<file path="config.mk">
export PLATFORM = sky130hd
export DESIGN_NAME = jk_cmd_sequencer_flat
export DESIGN_NICKNAME = d
export VERILOG_FILES = /design/src/rtl/jk_cmd_if.sv /design/src/rtl/jk_cmd_sequencer.sv /design/src/flat_wrapper.sv
export SDC_FILE = /design/constraint.sdc
export NUM_CORES = 1
export LEC_CHECK = 0
export ABC_AREA = 1
export CORE_MARGIN = 5
export CORE_UTILIZATION = 50
export DETAILED_ROUTE_END_ITERATION = 12
export GPL_ROUTABILITY_DRIVEN = 0
export PLACE_DENSITY_LB_ADDON = 0.1
export SYNTH_ARGS = -nofsm -noshare
export SYNTH_HDL_FRONTEND = slang
export SYNTH_SLANG_ARGS = --single-unit
</file>
<file path="constraint.sdc">
create_clock -name CLK -period 2.2 [get_ports CLK]
set_input_delay 0.55 -clock CLK [delete_from_list [all_inputs] [get_ports CLK]]
set_output_delay 0.55 -clock CLK [all_outputs]
set_load 0.03 [all_outputs]
</file>
<file path="src/rtl/jk_cmd_if.sv">
// Command handshake between the request source and the JK command sequencer.
interface jk_cmd_if;
  logic       cmd_valid;
  logic [1:0] cmd_op;
  logic       cmd_ready;

  modport master (output cmd_valid, output cmd_op, input cmd_ready);
  modport slave  (input cmd_valid, input cmd_op, output cmd_ready);
endinterface

</file>
<file path="src/rtl/jk_cmd_sequencer.sv">
// Queues set/clear/toggle requests and turns each into a spaced, one-hot J or K
// pulse; toggles are resolved against the fed-back Q so J and K never coincide.
module jk_cmd_sequencer #(
  parameter int DEPTH          = 4,
  parameter int GAP            = 2,
  parameter bit SKIP_REDUNDANT = 1'b0
) (
  input  logic                   CLK,
  input  logic                   RESET,
  jk_cmd_if.slave                cmd,
  input  logic                   Q_fb,
  output logic                   J,
  output logic                   K,
  output logic [$clog2(DEPTH):0] count,
  output logic                   busy
);
  localparam int  AW      = $clog2(DEPTH);
  localparam int  CW      = AW + 1;
  localparam bit  HAS_GAP = (GAP > 0);

  localparam logic [1:0] OP_NOP = 2'b00;
  localparam logic [1:0] OP_SET = 2'b01;
  localparam logic [1:0] OP_CLR = 2'b10;
  localparam logic [1:0] OP_TGL = 2'b11;

  typedef enum logic [1:0] {ST_IDLE, ST_ISSUE, ST_GAP} state_t;

  state_t          state_reg, state_next;
  logic [3:0]      gap_cnt_reg, gap_cnt_next;
  logic            j_reg, j_next;
  logic            k_reg, k_next;
  logic [AW-1:0]   wr_ptr_reg, rd_ptr_reg;
  logic [CW-1:0]   count_reg;
  logic [1:0]      fifo_mem [DEPTH];
  logic [1:0]      head_op;
  logic            push, pop, want_j, redundant;

  // Ready looks only at the registered occupancy; a same-cycle pop does not free a slot.
  assign cmd.cmd_ready = !RESET && (count_reg < CW'(DEPTH));
  assign push          = cmd.cmd_valid && cmd.cmd_ready && (cmd.cmd_op != OP_NOP);
  assign head_op       = fifo_mem[rd_ptr_reg];

  always_comb begin
    state_next   = state_reg;
    gap_cnt_next = gap_cnt_reg;
    j_next       = 1'b0;
    k_next       = 1'b0;
    pop          = 1'b0;
    want_j       = 1'b0;
    redundant    = 1'b0;
    case (state_reg)
      ST_IDLE: begin
        if (count_reg != '0) begin
          pop       = 1'b1;
          want_j    = (head_op == OP_SET) || ((head_op == OP_TGL) && !Q_fb);
          redundant = SKIP_REDUNDANT &&
                      (((head_op == OP_SET) && Q_fb) || ((head_op == OP_CLR) && !Q_fb));
          if (!redundant) begin
            j_next     = want_j;
            k_next     = !want_j;
            state_next = ST_ISSUE;
          end
        end
      end
      ST_ISSUE: begin
        if (HAS_GAP) begin
          state_next   = ST_GAP;
          gap_cnt_next = 4'(GAP);
        end else begin
          state_next = ST_IDLE;
        end
      end
      ST_GAP: begin
        if (gap_cnt_reg <= 4'd1) state_next = ST_IDLE;
        else                     gap_cnt_next = gap_cnt_reg - 4'd1;
      end
      default: state_next = ST_IDLE;
    endcase
  end

  always_ff @(posedge CLK or posedge RESET) begin
    if (RESET) begin
      state_reg   <= ST_IDLE;
      gap_cnt_reg <= '0;
      j_reg       <= 1'b0;
      k_reg       <= 1'b0;
      wr_ptr_reg  <= '0;
      rd_ptr_reg  <= '0;
      count_reg   <= '0;
    end else begin
      state_reg   <= state_next;
      gap_cnt_reg <= gap_cnt_next;
      j_reg       <= j_next;
      k_reg       <= k_next;
      if (push) wr_ptr_reg <= wr_ptr_reg + AW'(1);
      if (pop)  rd_ptr_reg <= rd_ptr_reg + AW'(1);
      case ({push, pop})
        2'b10:   count_reg <= count_reg + CW'(1);
        2'b01:   count_reg <= count_reg - CW'(1);
        default: count_reg <= count_reg;
      endcase
    end
  end

  // Storage carries no reset so it maps onto plain distributed memory.
  always_ff @(posedge CLK) begin
    if (push) fifo_mem[wr_ptr_reg] <= cmd.cmd_op;
  end

  assign J     = j_reg;
  assign K     = k_reg;
  assign count = count_reg;
  assign busy  = (state_reg != ST_IDLE) || (count_reg != '0);
endmodule
</file>
<file path="src/flat_wrapper.sv">
// flat-port wrapper written by rule: the top's interface ports become plain ports
module jk_cmd_sequencer_flat 
#(
  parameter int DEPTH          = 4,
  parameter int GAP            = 2,
  parameter bit SKIP_REDUNDANT = 1'b0
)
  (CLK, RESET, Q_fb, J, K, count, busy, cmd_cmd_valid, cmd_cmd_op, cmd_cmd_ready);
  jk_cmd_if cmd_i ();
  input  logic CLK;
  input  logic RESET;
  input  logic Q_fb;
  output logic J;
  output logic K;
  output logic [$clog2(DEPTH):0] count;
  output logic busy;
  input wire logic [$bits(cmd_i.cmd_valid)-1:0] cmd_cmd_valid;
  input wire logic [$bits(cmd_i.cmd_op)-1:0] cmd_cmd_op;
  output wire logic [$bits(cmd_i.cmd_ready)-1:0] cmd_cmd_ready;
  assign cmd_i.cmd_valid = cmd_cmd_valid;
  assign cmd_i.cmd_op = cmd_cmd_op;
  assign cmd_cmd_ready = cmd_i.cmd_ready;
  jk_cmd_sequencer #(.DEPTH(DEPTH), .GAP(GAP), .SKIP_REDUNDANT(SKIP_REDUNDANT)) u_core (.CLK(CLK), .RESET(RESET), .cmd(cmd_i), .Q_fb(Q_fb), .J(J), .K(K), .count(count), .busy(busy));
endmodule
</file>
==> results of run 1 <==
[where the power goes]
group | internal [W] | switching, W
sequential | 0.000582 | 0.000118
clock | 0.0000709 | 0.000126
combinational | 0.000394 | 0.000585
total | 0.00105 | 0.000828
[layout make-up]
type	count	area [um^2]	area share [%]
Multi-Input combinational cell	68	465	33.5
Timing Repair Buffer	17	154	11.1
Inverter	24	91.3	6.58
Clock buffer	4	26.3	1.89
Tap cell	28	35.0	2.52
Sequential cell	23	616	44.4
[final timing paths]
| kind | slack (ns) | depth (start not counted) | from | to |
|---|---|---|---|---|
| min in group asynchronous | 0.64 | 2 | RESET | u_core.count[0]$_DFFE_PP0P_ |
| worst min register to register | 0.51 | 1 | u_core.count[0]$_DFFE_PP0P_ | u_core.count[0]$_DFFE_PP0P_ |
| worst min-delay path | 0.51 | 1 | u_core.count[0]$_DFFE_PP0P_ | u_core.count[0]$_DFFE_PP0P_ |
| max in group asynchronous | 1.18 | 2 | RESET | u_core.rd_ptr_reg[0]$_DFFE_PP0P_ |
| worst max register to register | 0.26 | 10 | u_core.count[0]$_DFFE_PP0P_ | u_core.count[2]$_DFFE_PP0P_ |
| worst max-delay path | 0.14 | 5 | u_core.count[0]$_DFFE_PP0P_ | busy |
[layout by cell type, fill, tap and decap left out, drive strengths merged, types with 2 or more instances in the layout]
cell,instances
nand2,23
inv,22
dfrtp,15
clkdlybuf4s50,10
nand3,9
nor2,9
edfxtp,8
ha,7
buf,6
o21ai,5
xor2,4
clkbuf,4
nand4,2
a21oi,2
clkinv,2
[through the flow]
stage	total power, W	hold WS, ns	cell area, um^2	instances	setup WS [ns]
detailed placement	0.00171	0.492	1360	160	-0.170
global placement	0.00168	0.493	1360	160	-0.102
floorplan	0.00141	0.451	1170	115	0.219
finish	0.00187	0.514	1390	164	0.143
CTS	0.00191	0.520	1390	164	0.117
global route	0.00206	0.555	1390	164	0.00718
[layer usage]
layer | up-vias | track usage [%]
met5 | - | 0
met4 | 0 | 6.95
met3 | 5 | 3.07
met2 | 13 | 20.4
met1 | 356 | 17.3
li1 | 400 | -
[cell families after synthesis]
group | after synthesis | synth area share (%)
AO/OA/AOI/OAI | 9 | 5.76
XOR/XNOR | 5 | 3.74
adder cells (fa/ha/maj) | 8 | 9.18
buffers and inverters | 24 | 7.79
flip-flops | 23 | 52.5
AND/OR/NAND/NOR | 46 | 21.0
==> flow_summary.toml, run 1 <==
[outcome]
outcome = "finished, final reports clean"

[synthesis]
yosysSeqAreaShare_pct = 52.5
yosysTopAreaCellShare_pct = 32.0
avgSynthCellArea_um2 = 10.2
async_flop_share_pct = 65.2
synth_edf_count = 8
postSynthCellCount = 115
synth.largest_area_cell = "dfrtp_1"
ys_types = 28
synth-seq-cells = 23
yosysMostFrequentCell = "inv_1"
syn-num-nets = 129
synth.area.top_cells = "dfrtp_1 32%, edfxtp_1 20%, ha_1 7.5%"
synth.cell_area_um2 = 1170
synth_common_cells = "20 x inv_1, 17 x nand2_1, 15 x dfrtp_1"
yosysWarnings = 0
synth_ff_type = "dfrtp_1"

[clocking]
clkTransAtPathRegs_ns = 0.12
cts_tree = "built"
cts_setup_buffers = 0
cts_sinks = 23
cts_resized = 1
insertion_delay_ns = 0.31
clock_path_buffers = 2
cts_hold_buf = 0
cts_root_buf = "clkbuf_4"
htree_num_levels = 1
cts_buffers = 3

[sta]
hold_viol = 0
fin_setup_tns_ns = 0
slew_viol_final = 0
rsz0062_at_grt = "false"
skew_ns = 0.00562
setup_violations = 0
fmaxAchievable_mhz = 486
tightest_slew_ns = 0.592
relSlewSlack_pct = 60.5
fin_crit_ns = 2.06
final.period_utilization_pct = 93.5

[grt]
grt_pass1_vias = 789
gr-total-overflow = 0
grt_usage_pct = 13.3
antenna_found_initial = 0
grt_pass1_wl_mm = 3.39
grt_start_max_net_pins = 16

[detailed_routing]
drt-met1-wl_um = 913
wire_per_inst_um = 11.7
met3_length_um = 79
drc_errors = 0
drt_pre_antenna_iters = 4
highest_layer = "met4"
dr.first_iter.drc_count = 8
viasPerCell = 4.72
drt_wl_total_mm = 1.91
via_count = 774
wl_met2_um = 876
ant_nets = 0

[setup_path]
crit_top_cell = "inv_1"
path_cells = "inv_1 > nand3_1 > inv_1 > nand2_1 > dlygate4sd2_1"
setup.worst_path.start_class = "register"
worstSetupPathType = "reg2out"
critPathMaxStageDelay_ns = 0.43
worst-endpoint-arrival_ns = 1.51
path_buf_inv = 3
endpoint_kind = "output port"
cpMaxStageDelayCell = "dfrtp_1"
crit_family = "buffers and inverters"
critPathRequiredTime_ns = 1.65
crit_fanout = 3

[floorplanning]
die-height_um = 58.4
pin_count = 13
die_x_um = 58.4
core_um2 = 2230
rows = 17
start_util_pct = 52.5
die-area_um2 = 3410

[pwr]
powerDensity_nw_per_um2 = 1350
ir_drop_mv = 0.865
p_leak_nw = 0.650

[final_layout]
final_util_pct = 62.1
antenna_cells = 0
layout.nets = 151
fill_cells = 203
drive_gt1_share_pct = 18.4
syn_to_final_growth_pct = 18.4
largest_reg_flops = 8

[min_path]
holdCritPathClass = "reg2reg"

[run]
maxCapViolCount = 0

[placement]
hpwl_mm = 1.48
portBuffers = 12
(Power assumes the default switching activity.)
==> run 2: changes to the inputs <==
REMOVE_ABC_BUFFERS = 1   (was default)
==> results of run 2 <==
Same layout as run 1: the final DEF is identical, and so are final timing and power.
